<file path="src/rtl/axi4_pkg.sv">
// rtl/axi4_pkg.sv - shared AXI4 encodings and reader state type
package axi4_pkg;

  localparam logic [1:0] BURST_INCR = 2'b01;
  localparam logic [1:0] RESP_OKAY  = 2'b00;

  typedef enum logic [1:0] {
    IDLE,
    WAIT_SPACE,
    SEND_AR,
    RECV
  } state_t;

endpackage

</file>
<file path="src/rtl/axi4_if.sv">
// rtl/axi4_if.sv - AXI4-Full bus bundle with master/slave modports
interface axi4_if #(
  parameter int ADDR_WIDTH = 32,
  parameter int DATA_WIDTH = 64,
  parameter int ID_WIDTH   = 4
);

  logic [ID_WIDTH-1:0]     awid;
  logic [ADDR_WIDTH-1:0]   awaddr;
  logic [7:0]              awlen;
  logic [2:0]              awsize;
  logic [1:0]              awburst;
  logic                    awvalid;
  logic                    awready;

  logic [DATA_WIDTH-1:0]   wdata;
  logic [DATA_WIDTH/8-1:0] wstrb;
  logic                    wlast;
  logic                    wvalid;
  logic                    wready;

  logic [ID_WIDTH-1:0]     bid;
  logic [1:0]              bresp;
  logic                    bvalid;
  logic                    bready;

  logic [ID_WIDTH-1:0]     arid;
  logic [ADDR_WIDTH-1:0]   araddr;
  logic [7:0]              arlen;
  logic [2:0]              arsize;
  logic [1:0]              arburst;
  logic [2:0]              arprot;
  logic                    arvalid;
  logic                    arready;

  logic [ID_WIDTH-1:0]     rid;
  logic [DATA_WIDTH-1:0]   rdata;
  logic [1:0]              rresp;
  logic                    rlast;
  logic                    rvalid;
  logic                    rready;

  modport master (
    output awid, awaddr, awlen, awsize, awburst, awvalid,
    input  awready,
    output wdata, wstrb, wlast, wvalid,
    input  wready,
    input  bid, bresp, bvalid,
    output bready,
    output arid, araddr, arlen, arsize, arburst, arprot, arvalid,
    input  arready,
    input  rid, rdata, rresp, rlast, rvalid,
    output rready
  );

  modport slave (
    input  awid, awaddr, awlen, awsize, awburst, awvalid,
    output awready,
    input  wdata, wstrb, wlast, wvalid,
    output wready,
    output bid, bresp, bvalid,
    input  bready,
    input  arid, araddr, arlen, arsize, arburst, arprot, arvalid,
    output arready,
    output rid, rdata, rresp, rlast, rvalid,
    input  rready
  );

endinterface

</file>
<file path="src/rtl/axi4_full_reader.sv">
// rtl/axi4_full_reader.sv - AXI4 burst read master feeding a downstream FIFO
module axi4_full_reader
  import axi4_pkg::*;
#(
  parameter int ADDR_WIDTH = 32,
  parameter int DATA_WIDTH = 64,
  parameter int ID_WIDTH   = 4,
  parameter int BURST_LEN  = 16,
  parameter int AR_ID      = 0,
  parameter int FREE_WIDTH = 16,
  parameter int CNT_WIDTH  = 16
) (
  input  logic                  clk,
  input  logic                  rstn,
  input  logic                  start,
  input  logic [ADDR_WIDTH-1:0] start_addr,
  input  logic [CNT_WIDTH-1:0]  num_bursts,
  output logic                  busy,
  output logic                  done,
  output logic                  err,
  input  logic [FREE_WIDTH-1:0] fifo_free,
  input  logic                  fifo_full,
  output logic                  fifo_wr_en,
  output logic [DATA_WIDTH-1:0] fifo_wdata,
  axi4_if.master                axi4_master_if
);

  localparam int                    BURST_BYTES = BURST_LEN * (DATA_WIDTH / 8);
  localparam logic [ADDR_WIDTH-1:0] ADDR_STEP   = ADDR_WIDTH'(BURST_BYTES);
  localparam logic [ADDR_WIDTH-1:0] ADDR_MASK   = ~(ADDR_WIDTH'(BURST_BYTES - 1));
  localparam logic [7:0]            LAST_BEAT   = 8'(BURST_LEN - 1);
  localparam logic [2:0]            AR_SIZE     = 3'($clog2(DATA_WIDTH / 8));
  localparam logic [ID_WIDTH-1:0]   AR_ID_VEC   = ID_WIDTH'(AR_ID);

  state_t                state_q, state_d;
  logic [ADDR_WIDTH-1:0] rd_addr_q, rd_addr_d;
  logic [CNT_WIDTH-1:0]  bursts_left_q, bursts_left_d;
  logic [7:0]            beat_cnt_q, beat_cnt_d;
  logic                  err_q, err_d;
  logic                  done_q, done_d;

  logic rready;
  logic r_hs;
  logic last_beat;

  // R acceptance is a pure function of state so reset drops it at once
  assign rready    = (state_q == RECV) && !fifo_full;
  assign r_hs      = rready && axi4_master_if.rvalid;
  assign last_beat = (beat_cnt_q == LAST_BEAT);

  // Next-state, address/burst bookkeeping and sticky error detection
  always_comb begin
    state_d       = state_q;
    rd_addr_d     = rd_addr_q;
    bursts_left_d = bursts_left_q;
    beat_cnt_d    = beat_cnt_q;
    err_d         = err_q;
    done_d        = 1'b0;
    case (state_q)
      IDLE: begin
        if (start) begin
          rd_addr_d     = start_addr & ADDR_MASK;
          bursts_left_d = num_bursts;
          err_d         = 1'b0;
          if (num_bursts == '0) begin
            done_d = 1'b1;
          end else begin
            state_d = WAIT_SPACE;
          end
        end
      end
      WAIT_SPACE: begin
        // Reserve room for a whole burst before asking for it
        if (fifo_free >= FREE_WIDTH'(BURST_LEN)) begin
          state_d = SEND_AR;
        end
      end
      SEND_AR: begin
        if (axi4_master_if.arready) begin
          state_d    = RECV;
          beat_cnt_d = 8'd0;
        end
      end
      RECV: begin
        if (r_hs) begin
          beat_cnt_d = beat_cnt_q + 8'd1;
          if ((axi4_master_if.rresp != RESP_OKAY) ||
              (axi4_master_if.rid != AR_ID_VEC) ||
              (axi4_master_if.rlast != last_beat)) begin
            err_d = 1'b1;
          end
          // Burst ends on our own beat count, not on RLAST
          if (last_beat) begin
            rd_addr_d     = rd_addr_q + ADDR_STEP;
            bursts_left_d = bursts_left_q - CNT_WIDTH'(1);
            if (bursts_left_q == CNT_WIDTH'(1)) begin
              state_d = IDLE;
              done_d  = 1'b1;
            end else begin
              state_d = WAIT_SPACE;
            end
          end
        end
      end
      default: state_d = IDLE;
    endcase
  end

  // State and datapath registers
  always_ff @(posedge clk or negedge rstn) begin
    if (!rstn) begin
      state_q       <= IDLE;
      rd_addr_q     <= '0;
      bursts_left_q <= '0;
      beat_cnt_q    <= '0;
      err_q         <= 1'b0;
      done_q        <= 1'b0;
    end else begin
      state_q       <= state_d;
      rd_addr_q     <= rd_addr_d;
      bursts_left_q <= bursts_left_d;
      beat_cnt_q    <= beat_cnt_d;
      err_q         <= err_d;
      done_q        <= done_d;
    end
  end

  assign busy       = (state_q != IDLE);
  assign done       = done_q;
  assign err        = err_q;
  assign fifo_wr_en = r_hs;
  assign fifo_wdata = axi4_master_if.rdata;

  assign axi4_master_if.arid    = AR_ID_VEC;
  assign axi4_master_if.araddr  = rd_addr_q;
  assign axi4_master_if.arlen   = LAST_BEAT;
  assign axi4_master_if.arsize  = AR_SIZE;
  assign axi4_master_if.arburst = BURST_INCR;
  assign axi4_master_if.arprot  = 3'b000;
  assign axi4_master_if.arvalid = (state_q == SEND_AR);
  assign axi4_master_if.rready  = rready;

  // Write direction is unused by a reader
  assign axi4_master_if.awid    = '0;
  assign axi4_master_if.awaddr  = '0;
  assign axi4_master_if.awlen   = '0;
  assign axi4_master_if.awsize  = '0;
  assign axi4_master_if.awburst = '0;
  assign axi4_master_if.awvalid = 1'b0;
  assign axi4_master_if.wdata   = '0;
  assign axi4_master_if.wstrb   = '0;
  assign axi4_master_if.wlast   = 1'b0;
  assign axi4_master_if.wvalid  = 1'b0;
  assign axi4_master_if.bready  = 1'b0;

  logic unused_ok;
  assign unused_ok = &{1'b0, axi4_master_if.awready, axi4_master_if.wready,
                       axi4_master_if.bid, axi4_master_if.bresp, axi4_master_if.bvalid};

endmodule
</file>
<file path="src/flat_wrapper.sv">
// flat-port wrapper written by rule: the top's interface ports become plain ports
module axi4_full_reader_flat import axi4_pkg::*;
#(
  parameter int ADDR_WIDTH = 32,
  parameter int DATA_WIDTH = 64,
  parameter int ID_WIDTH   = 4,
  parameter int BURST_LEN  = 16,
  parameter int AR_ID      = 0,
  parameter int FREE_WIDTH = 16,
  parameter int CNT_WIDTH  = 16
)
  (clk, rstn, start, start_addr, num_bursts, busy, done, err, fifo_free, fifo_full, fifo_wr_en, fifo_wdata, axi4_master_if_awid, axi4_master_if_awaddr, axi4_master_if_awlen, axi4_master_if_awsize, axi4_master_if_awburst, axi4_master_if_awvalid, axi4_master_if_awready, axi4_master_if_wdata, axi4_master_if_wstrb, axi4_master_if_wlast, axi4_master_if_wvalid, axi4_master_if_wready, axi4_master_if_bid, axi4_master_if_bresp, axi4_master_if_bvalid, axi4_master_if_bready, axi4_master_if_arid, axi4_master_if_araddr, axi4_master_if_arlen, axi4_master_if_arsize, axi4_master_if_arburst, axi4_master_if_arprot, axi4_master_if_arvalid, axi4_master_if_arready, axi4_master_if_rid, axi4_master_if_rdata, axi4_master_if_rresp, axi4_master_if_rlast, axi4_master_if_rvalid, axi4_master_if_rready);
  axi4_if #(.ADDR_WIDTH(ADDR_WIDTH), .DATA_WIDTH(DATA_WIDTH), .ID_WIDTH(ID_WIDTH)) axi4_master_if_i ();
  input  logic clk;
  input  logic rstn;
  input  logic start;
  input  logic [ADDR_WIDTH-1:0] start_addr;
  input  logic [CNT_WIDTH-1:0] num_bursts;
  output logic busy;
  output logic done;
  output logic err;
  input  logic [FREE_WIDTH-1:0] fifo_free;
  input  logic fifo_full;
  output logic fifo_wr_en;
  output logic [DATA_WIDTH-1:0] fifo_wdata;
  output wire logic [$bits(axi4_master_if_i.awid)-1:0] axi4_master_if_awid;
  output wire logic [$bits(axi4_master_if_i.awaddr)-1:0] axi4_master_if_awaddr;
  output wire logic [$bits(axi4_master_if_i.awlen)-1:0] axi4_master_if_awlen;
  output wire logic [$bits(axi4_master_if_i.awsize)-1:0] axi4_master_if_awsize;
  output wire logic [$bits(axi4_master_if_i.awburst)-1:0] axi4_master_if_awburst;
  output wire logic [$bits(axi4_master_if_i.awvalid)-1:0] axi4_master_if_awvalid;
  input wire logic [$bits(axi4_master_if_i.awready)-1:0] axi4_master_if_awready;
  output wire logic [$bits(axi4_master_if_i.wdata)-1:0] axi4_master_if_wdata;
  output wire logic [$bits(axi4_master_if_i.wstrb)-1:0] axi4_master_if_wstrb;
  output wire logic [$bits(axi4_master_if_i.wlast)-1:0] axi4_master_if_wlast;
  output wire logic [$bits(axi4_master_if_i.wvalid)-1:0] axi4_master_if_wvalid;
  input wire logic [$bits(axi4_master_if_i.wready)-1:0] axi4_master_if_wready;
  input wire logic [$bits(axi4_master_if_i.bid)-1:0] axi4_master_if_bid;
  input wire logic [$bits(axi4_master_if_i.bresp)-1:0] axi4_master_if_bresp;
  input wire logic [$bits(axi4_master_if_i.bvalid)-1:0] axi4_master_if_bvalid;
  output wire logic [$bits(axi4_master_if_i.bready)-1:0] axi4_master_if_bready;
  output wire logic [$bits(axi4_master_if_i.arid)-1:0] axi4_master_if_arid;
  output wire logic [$bits(axi4_master_if_i.araddr)-1:0] axi4_master_if_araddr;
  output wire logic [$bits(axi4_master_if_i.arlen)-1:0] axi4_master_if_arlen;
  output wire logic [$bits(axi4_master_if_i.arsize)-1:0] axi4_master_if_arsize;
  output wire logic [$bits(axi4_master_if_i.arburst)-1:0] axi4_master_if_arburst;
  output wire logic [$bits(axi4_master_if_i.arprot)-1:0] axi4_master_if_arprot;
  output wire logic [$bits(axi4_master_if_i.arvalid)-1:0] axi4_master_if_arvalid;
  input wire logic [$bits(axi4_master_if_i.arready)-1:0] axi4_master_if_arready;
  input wire logic [$bits(axi4_master_if_i.rid)-1:0] axi4_master_if_rid;
  input wire logic [$bits(axi4_master_if_i.rdata)-1:0] axi4_master_if_rdata;
  input wire logic [$bits(axi4_master_if_i.rresp)-1:0] axi4_master_if_rresp;
  input wire logic [$bits(axi4_master_if_i.rlast)-1:0] axi4_master_if_rlast;
  input wire logic [$bits(axi4_master_if_i.rvalid)-1:0] axi4_master_if_rvalid;
  output wire logic [$bits(axi4_master_if_i.rready)-1:0] axi4_master_if_rready;
  assign axi4_master_if_awid = axi4_master_if_i.awid;
  assign axi4_master_if_awaddr = axi4_master_if_i.awaddr;
  assign axi4_master_if_awlen = axi4_master_if_i.awlen;
  assign axi4_master_if_awsize = axi4_master_if_i.awsize;
  assign axi4_master_if_awburst = axi4_master_if_i.awburst;
  assign axi4_master_if_awvalid = axi4_master_if_i.awvalid;
  assign axi4_master_if_i.awready = axi4_master_if_awready;
  assign axi4_master_if_wdata = axi4_master_if_i.wdata;
  assign axi4_master_if_wstrb = axi4_master_if_i.wstrb;
  assign axi4_master_if_wlast = axi4_master_if_i.wlast;
  assign axi4_master_if_wvalid = axi4_master_if_i.wvalid;
  assign axi4_master_if_i.wready = axi4_master_if_wready;
  assign axi4_master_if_i.bid = axi4_master_if_bid;
  assign axi4_master_if_i.bresp = axi4_master_if_bresp;
  assign axi4_master_if_i.bvalid = axi4_master_if_bvalid;
  assign axi4_master_if_bready = axi4_master_if_i.bready;
  assign axi4_master_if_arid = axi4_master_if_i.arid;
  assign axi4_master_if_araddr = axi4_master_if_i.araddr;
  assign axi4_master_if_arlen = axi4_master_if_i.arlen;
  assign axi4_master_if_arsize = axi4_master_if_i.arsize;
  assign axi4_master_if_arburst = axi4_master_if_i.arburst;
  assign axi4_master_if_arprot = axi4_master_if_i.arprot;
  assign axi4_master_if_arvalid = axi4_master_if_i.arvalid;
  assign axi4_master_if_i.arready = axi4_master_if_arready;
  assign axi4_master_if_i.rid = axi4_master_if_rid;
  assign axi4_master_if_i.rdata = axi4_master_if_rdata;
  assign axi4_master_if_i.rresp = axi4_master_if_rresp;
  assign axi4_master_if_i.rlast = axi4_master_if_rlast;
  assign axi4_master_if_i.rvalid = axi4_master_if_rvalid;
  assign axi4_master_if_rready = axi4_master_if_i.rready;
  axi4_full_reader #(.ADDR_WIDTH(ADDR_WIDTH), .DATA_WIDTH(DATA_WIDTH), .ID_WIDTH(ID_WIDTH), .BURST_LEN(BURST_LEN), .AR_ID(AR_ID), .FREE_WIDTH(FREE_WIDTH), .CNT_WIDTH(CNT_WIDTH)) u_core (.clk(clk), .rstn(rstn), .start(start), .start_addr(start_addr), .num_bursts(num_bursts), .busy(busy), .done(done), .err(err), .fifo_free(fifo_free), .fifo_full(fifo_full), .fifo_wr_en(fifo_wr_en), .fifo_wdata(fifo_wdata), .axi4_master_if(axi4_master_if_i));
endmodule
</file>
<file path="config.mk">
export PLATFORM = sky130hd
export DESIGN_NAME = axi4_full_reader_flat
export DESIGN_NICKNAME = d
export VERILOG_FILES = /design/src/rtl/axi4_pkg.sv /design/src/rtl/axi4_if.sv /design/src/rtl/axi4_full_reader.sv /design/src/flat_wrapper.sv
export SDC_FILE = /design/constraint.sdc
export NUM_CORES = 1
export LEC_CHECK = 0
export ABC_CLOCK_PERIOD_IN_PS = 2500
export CAP_MARGIN = 20
export CORE_AREA = 4 4 151 153
export CTS_CLUSTER_DIAMETER = 100
export DETAILED_ROUTE_END_ITERATION = 16
export DIE_AREA = 0 0 155 157
export PLACE_DENSITY = 0.66
export SLEW_MARGIN = 20
export SYNTH_ARGS = -nofsm -noshare
export SYNTH_HDL_FRONTEND = slang
export SYNTH_SLANG_ARGS = --single-unit
</file>
<file path="constraint.sdc">
create_clock -name clk -period 2.5 [get_ports clk]
set_clock_uncertainty 0.05 [all_clocks]
set_input_delay 0.5 -clock clk [delete_from_list [all_inputs] [get_ports clk]]
set_output_delay 0.5 -clock clk [all_outputs]
set_load 0.01 [all_outputs]
</file>
* After elaboration in Yosys (flattened, before gate mapping)
Index checks and enable logic that the tools add are counted.
Cells by class: $add $sub $neg 3, order comparisons 1, eq/ne operators 13, multiplexer cells 29, reductions and logical operators 16
Operator list (count):
- 32-bit 2-to-1 mux | 3
- 32-bit case mux with 2 select lines | 1
- 16-bit 2-to-1 mux | 3
- 32-bit by 8-bit adder with 32-bit output, second input constant | 1
- 16-bit case mux with 2 select lines | 1
- 16-bit by 1-bit == test with 1-bit output, second input constant | 1
- 16-bit by 5-bit >= comparator with 1-bit output, second input constant | 1
- 16-bit logical NOT | 1
- 8-bit 2-to-1 mux | 2
- 8-bit case mux with 2 select lines | 1
- 16-bit by 1-bit subtractor with 16-bit output, second input constant | 1
- 2-bit 2-to-1 mux | 6
- 1-bit 2-to-1 mux | 9
- 8-bit by 1-bit adder with 8-bit output, second input constant | 1
- 8-bit by 4-bit == test with 1-bit output, second input constant | 1
- 2-bit inequality test, second input constant | 4
- 2-bit case mux with 4 select lines | 1
- 4-bit AND reduction | 2
- 2-bit nonzero test | 4
- 2-bit by 1-bit inequality test with 1-bit output, second input constant | 3
- 6-bit AND reduction | 1
- 2-bit == test, second input constant | 2
- 1-bit case mux with 2 select lines | 2
- 4-bit nonzero test | 1
- other kinds (7) | 9
Word-level totals: register bits 60, input port bits 150, output and inout port bits 247, logic and storage cells 68

* Depth between registers and ports, before layout
depth in word-level cells 6, gate-level depth with buffers 8, mapped depth without buffers 7

* Worst setup path before layout
Ideal clock, no wire load.
path type register to register, start point register u_core.state_q[0], end point register u_core.bursts_left_q[11], library setup time 0.069 ns, arrival 2.000 ns, data required time 2.381 ns, path slack 0.381 ns, stages on the path, launching flop included 8, buffers on the path 0, clock period less this slack 2.119 ns, cell sequence dfrtp_1 > inv_1 > ha_1 > nor2b_1 > a211oi_1 > nand2_1 > or4_1 > nand3_1
Between the ends: word-level cells in the longest chain between the ends 5, elaborated cells between the ends (all ways) 10, those cells by class 4 x eq/ne; 1 x mux; 5 x reduce/logical
Ends and longest elaborated chain:
- start, declared | RTL line axi4_full_reader.sv:35 | state_t state_q, state_d;
- start signal, assigned | RTL line axi4_full_reader.sv:119 | state_q <= state_d;
- 2-bit == test | RTL line axi4_full_reader.sv:47, axi4_full_reader.sv:59
- 1-bit logical AND | RTL line axi4_full_reader.sv:47 | assign rready = (state_q == RECV) && !fifo_full;
- 1-bit logical AND | RTL line axi4_full_reader.sv:48 | assign r_hs = rready && axi4_master_if.rvalid;
- 2-bit inequality test (no source line)
- 4-bit AND reduction (no source line)
- end signal, assigned | RTL line axi4_full_reader.sv:121 | bursts_left_q <= bursts_left_d;
- end, declared | RTL line axi4_full_reader.sv:37 | logic [CNT_WIDTH-1:0] bursts_left_q, bursts_left_d;
Several ways; a longest one is shown, not always the timed one. A chain may end at the register's enable or synchronous reset.

* Worst setup path after layout
start point input port num_bursts[1], end point register u_core.state_q[0]
Between the ends: word-level cells in the longest chain between the ends 3
Ends and longest elaborated chain:
- start, declared | RTL line flat_wrapper.sv:18 | input logic [CNT_WIDTH-1:0] num_bursts;
- 16-bit logical NOT | RTL line axi4_full_reader.sv:65 | if (num_bursts == '0) begin
- 2-bit inequality test (no source line)
- 6-bit AND reduction (no source line)
No other way between the ends.

==> results.json <==
{
  "synth-seq-area-share": 0.264,
  "rsz0062_at_grt": "false",
  "insertedDiodeCount": 0,
  "wire_per_inst_um": 15.1,
  "area_growth_pct": 13.6,
  "root_buffer": "clkbuf_16",
  "overflow": 0,
  "drtIter0Drc": 228,
  "crit_chain": "clkdlybuf4s50_1 -> nor4b_1 -> buf_4 -> nand4_1 -> nor4_1 -> buf_4 -> and4b_1 -> mux2_2",
  "cts.repair.resized": 1,
  "post-route-min-period_ps": 2290,
  "maxSlewViolCount": 0,
  "max_freq_ghz": 0.437,
  "fp.dieArea_um2": 24300,
  "pin_count": 397,
  "crit_path_start_kind": "input pin",
  "path_class": "in2reg",
  "hold_buffers": 0,
  "wirelength_um": 14300,
  "drt_pass1_iterations": 4,
  "p_total_mw": 6.75,
  "ctsLongestPathBuffers": 2,
  "grt_pass1_wl_um": 20700,
  "slew_headroom": 0.588,
  "cts_tree": "done",
  "dp_slack_ps": -142,
  "cpMostUsedCell": "buf_4",
  "numCtsBuffers": 5,
  "finalSetupViolations": 0,
  "hold_path.class": "in2async",
  "coreArea_um2": 21600,
  "synth_area_um2": 5030,
  "fin_crit_sh": 0.914,
  "cts.sinks": 53,
  "drtAntennaViolNets": 0,
  "yosys.area.top_type": "buf_4",
  "cp-end-kind": "flip-flop",
  "layout_commonest_cell": "conb_1",
  "maxCapViolations": 0,
  "vias_per_cell": 4.28,
  "path_delay_family": "simple AND/OR/NAND/NOR gates",
  "synthCells": 609,
  "final_cell_mix": "152 x conb_1, 94 x clkdlybuf4s50_1, 53 x dfrtp_1, 42 x nand2_1, 34 x buf_4",
  "worst_slack_ps": 214,
  "async_flop_share": 1.00,
  "clock_latency_ps": 310,
  "synth_area_leaders": "buf_4 33%, dfrtp_1 26%, a21oi_1 3.2%, nand2_1 3.1%, o22ai_1 3.1%",
  "grt_max_degree": 58,
  "ir_worst_vdd_v": 0.000428,
  "cts_htree_levels": 2,
  "row_count": 54,
  "crit_path_max_fanout": 2,
  "floorplan.initialDensity": 0.233,
  "critPathSlowestCell": "clkdlybuf4s50_1",
  "max_stage_delay_ps": 420,
  "io_buffers": 96,
  "outcome": "finished, final reports clean",
  "drc_errors": 0,
  "ys_ff_latch": 53,
  "synth_flop_cell": "dfrtp_1",
  "post-dp-hpwl_um": 11100,
  "synth_top_area_frac": 0.325,
  "critical_path_buf_inv_count": 3,
  "path_clk_slew_ps": 80,
  "required_ps": 2650,
  "hold_viol": 0,
  "grt_util_all_layers": 0.108,
  "synth_edf_count": 0,
  "cp.arrival_ps": 2430,
  "grt_pass1_vias": 3758,
  "die_h_um": 157,
  "p_leak_nw": 2.47,
  "post-cts-setup-buffers": 0,
  "fin_area_um2": 5720,
  "p_per_area_nw_per_um2": 1180,
  "grt_antenna_before_repair": 0,
  "place_area_um2": 5530,
  "avgSynthCellArea_um2": 8.26,
  "ys_types": 57,
  "layout-drive-gt1-share": 0.0943,
  "num_vias": 4061,
  "yosys_warnings": 0,
  "final_nets": 825,
  "worst_pin_slew_ps": 618,
  "die_w_um": 155,
  "place_congestion": 0.824
}
-- cells in the mapped netlist, types with 4 or more instances --
library cell	count
buf_4	218
dfrtp_1	53
nand2_1	42
a21oi_1	32
nor2_1	27
o22ai_1	25
nand3_1	22
o21ai_0	20
a2bb2oi_1	15
nor4_1	12
inv_1	10
clkbuf_1	9
mux2i_1	9
nand4_1	9
ha_1	8
a211oi_1	7
nor3_1	6
nand4b_1	5
nor2b_1	5
xor2_1	5
a22oi_1	4
and3_1	4
buf_2	4
nand2b_1	4
-- kinds of logic after synthesis --
logic type / after synthesis / synth area share
other: 2 / 0.00149
buffers and inverters: 244 / 0.349
and+or+nand+nor: 164 / 0.177
AOI/OAI and AO/OA: 119 / 0.153
xor gates and xnor gates: 7 / 0.0122
DFF: 53 / 0.264
adders and majority gates: 8 / 0.0199
muxes: 12 / 0.0246
-- report_power, final --
part	leakage (nW)	switching (mW)	internal [mW]
Clock	0.0800	0.366	0.476
Sequential	0.626	0.472	1.27
Combinational	1.77	2.22	1.95
-- worst register-to-register path, stage by stage (launching register included) --
cell     delay [ps]
dfrtp_1         380
inv_1            80
ha_1            190
nor4b_1         300
buf_4           180
nand4_1          90
nor4_1          230
buf_4           170
and4b_1         210
mux2_2          280
-- layout make-up --
class / count / area, um2
Multi-Input combinational cell: 462 / 2530
Sequential cell: 53 / 1330
Clock inverter: 3 / 46.3
Clock buffer: 5 / 125
Fill cell: 2358 / 15800
Timing Repair Buffer: 134 / 1290
Inverter: 11 / 41.3
Tap cell: 280 / 350
-- sequential cells by signal (all words and copies together), names as in the netlist --
name / flops
u_core.state_q: 2
u_core.done: 1
u_core.beat_cnt_q: 8
u_core.axi4_master_if.araddr: 25
u_core.err: 1
u_core.bursts_left_q: 16
-- stage by stage --
stage / instances / util / hold slack [ps] / TNS (ps)
6_report: 948 / 0.265 / 150 / 0
5_1_grt: 948 / 0.265 / 197 / 0
4_1_cts: 948 / 0.265 / 167 / 0
3_5_place_dp: 940 / 0.257 / 473 / -269
3_3_place_gp: 940 / 0.257 / 460 / -198
2_1_floorplan: 759 / - / 154 / 0
-- worst paths after layout --
path | from | to | slack (ps) | cells past startpoint
max in group asynchronous | rstn | u_core.bursts_left_q[7]$_DFFE_PN0P_ | 1660 | 2
worst min register to register | u_core.err$_DFFE_PN0P_ | u_core.err$_DFFE_PN0P_ | 470 | 2
worst max-delay path | num_bursts[1] | u_core.state_q[0]$_DFFE_PN0P_ | 210 | 8
worst min-delay path | rstn | u_core.axi4_master_if.araddr[13]$_DFFE_PN0P_ | 150 | 1
worst max register to register | u_core.state_q[0]$_DFFE_PN0P_ | u_core.state_q[0]$_DFFE_PN0P_ | 240 | 9
min in group clk | u_core.err$_DFFE_PN0P_ | u_core.err$_DFFE_PN0P_ | 470 | 2
-- routing by layer --
metal,part of all wire,vias up,GRT usage
met2,0.49,223,0.181
met1,0.39,1907,0.127
met5,0,-,0
met3,0.090,43,0.0313
li1,-,1888,-
met4,0.034,0,0.0492
No activity file was read; power rests on OpenSTA's default activity.
==> edit, RTL diff (same settings) <==
`rd_addr_q` no longer has a reset.
--- a/src/rtl/axi4_full_reader.sv
+++ b/src/rtl/axi4_full_reader.sv
@@ -110,19 +110,21 @@
   always_ff @(posedge clk or negedge rstn) begin
     if (!rstn) begin
       state_q       <= IDLE;
-      rd_addr_q     <= '0;
       bursts_left_q <= '0;
       beat_cnt_q    <= '0;
       err_q         <= 1'b0;
       done_q        <= 1'b0;
     end else begin
       state_q       <= state_d;
-      rd_addr_q     <= rd_addr_d;
       bursts_left_q <= bursts_left_d;
       beat_cnt_q    <= beat_cnt_d;
       err_q         <= err_d;
       done_q        <= done_d;
     end
+  end
+
+  always_ff @(posedge clk) begin
+    rd_addr_q <= rd_addr_d;
   end
 
   assign busy       = (state_q != IDLE);
Function: changed (a bounded check fails within 4 cycles, from zero or initial values and one cycle with rstn low).
==> edit against the unedited design <==
Count of clock-buffer cells in the layout is 2 higher. Register-to-register slack got worse by 0.09 ns. Global-route usage decreased by 1.6 points. Synthesized cell count fell by 4.3%. Via count down 9.2%. Sequential share of layout area up 2.8 points. Sequential cell count stayed put. Critical path type unchanged. Power down 11%. Setup slack lost 0.12 ns. Wire length down 15%. Cell area decreased by 2.5%. Area after synthesis decreased by 2.3%. Clock power is 10% lower.
==> edit: results (changes against the unedited design) <==
[global_routing]
grt_usage_pct = 9.17  ; -1.6 points
first_global_vias = 3420  ; -9.0%
grt_pass1_wl_mm = 17.9  ; -14%
antenna_found_initial = 0  ; unchanged
grt_max_degree = 48  ; -17%

[pwr]
peakVddDrop_mv = 0.677  ; +58%
p_leak_nw = 2.32  ; -6.1%
switching_share_pct = 41.9  ; -3.4 points

[synth]
ys_seq_area_share_pct = 29.5  ; +3.2 points
yosysWarnings = 0  ; unchanged
synth_async_sr_flop_share_pct = 52.8  ; -47 points
synthTopCellsByCount = buf_4 (216), nor2_1 (48), a21oi_1 (37), dfrtp_1 (28)
ys_types = 51  ; -11%
synthTopCellsByArea = buf_4 (33%), edfxtp_1 (15%), dfrtp_1 (14%)
synth_edf_count = 25  ; +25

[clocking]
clk_latency_ns = 0.30
path_clk_slew_ns = 0.07
cts-root-buf = clkbuf_16
htreeDepth = 2  ; unchanged

[place]
gp_congestion = 0.832  ; +0.98%
io_buffers = 96  ; unchanged
dpl.hpwl_mm = 9.57  ; -14%
dp_worst_setup_slack_ns = -0.111  ; +0.0307 ns

[cells_and_area]
n_antenna_cell = 0  ; unchanged
drive_gt1_share_pct = 8.44  ; -0.99 points
final_nets = 797  ; -3.4%
largest_reg_flops = 25  ; unchanged

[drt]
drt_iter0_markers = 136  ; -40%
vias = 3687  ; -9.2%
wl_mm = 12.1  ; -15%

[sta]
min_period_ns = 2.40  ; +0.119 ns
holdWs_ns = 0.459  ; +0.310 ns

[worst_setup_path]
worstPathArrival_ns = 2.59  ; +0.16 ns
max_stage_delay_ns = 0.56  ; +0.14 ns
r2r_slack_ns = 0.15  ; -0.09 ns
crit_fanout = 4  ; +2
cp_slowest_cell = or4_4

[hold_path]
worstHoldPathType = reg2reg

[status]
status = complete, no violations

==> edit: changes by cell type in the layout (fill, tap and decap cells not counted), moves of 5 or more <==
cell and delta:
a211oi_1 -6, a21oi_1 +5, a2bb2oi_1 -11, dfrtp_1 -25, edfxtp_1 +25, mux2i_1 -5
nand2_1 -17, nor2_1 +21, o21ai_0 -9, o22ai_1 -14, xnor2_1 +6, xor2_1 +13
==> edit: per-layer routing <==
| layer | GRT usage, % | wire length (µm) | up-vias |
|---|---|---|---|
| li1 | - | - | 1749 |
| met1 | 10.4 | 4660 | 1700 |
| met2 | 15.5 | 5790 | 200 |
| met3 | 3.55 | 1310 | 38 |
| met4 | 3.78 | 365 | 0 |
| met5 | 0 | 0 | - |
==> edit: final timing paths <==
check                                            to         startpoint  cells past startpoint
setup / recovery           u_core.bursts_left_q[15]          fifo_full                      7
hold / removal                           u_core.err         u_core.err                      1
setup reg to reg           u_core.bursts_left_q[15]  u_core.state_q[1]                      7
hold reg to reg                          u_core.err         u_core.err                      1
max in group asynchronous  u_core.bursts_left_q[10]               rstn                      2
min in group asynchronous               u_core.done               rstn                      2
==> edit: area by class of cell <==
cell class / instances / area [µm²]
fill: 2346 / 16000
sequential: 53 / 1450
timing repair buffer: 130 / 1260
inverter: 13 / 48.8
multi-input combinational: 436 / 2310
clock inverter: 1 / 5.00
clock buffer: 7 / 153
tap: 280 / 350
==> edit: cell families (layout without fill, tap and decap cells) <==
group	Yosys count	count (layout)	share of synthesized area [%]
muxes	8	8	1.73
AOI/OAI and AO/OA	81	81	10.1
xor gates and xnor gates	26	26	4.63
and+or+nand+nor	161	161	16.7
adders and majority gates	8	8	2.04
DFF	53	53	29.5
other	2	152	0.153
buffers and inverters	244	151	35.2
==> edit: power by group through the flow <==
stage          Sequential, mW  Combinational [mW]  Clock [mW]
5_1_grt                  2.04                3.62       0.818
4_1_cts                  1.95                3.21       0.787
2_1_floorplan            1.98                2.04           0
3_5_place_dp             1.97                3.17           0
3_3_place_gp             1.95                3.13           0
6_report                 1.96                3.28       0.756
==> edit: timing repair <==
action,CTS,global route
cloned,0,1
hold buffers,0,0
setup buffers,1,2
gates resized for setup,4,1
hold endpoints to repair,0,0
endpoints found under the setup margin,2,1
==> edit: per-stage QoR <==
step	cell area, µm²	instances	util, %	setup TNS (ns)
6_report	5580	920	25.9	0
5_1_grt	5580	920	25.9	-0.00502
4_1_cts	5530	917	25.6	0
3_5_place_dp	5350	908	24.8	-0.955
3_3_place_gp	5350	908	24.8	-1.44
2_1_floorplan	5480	733	-	0
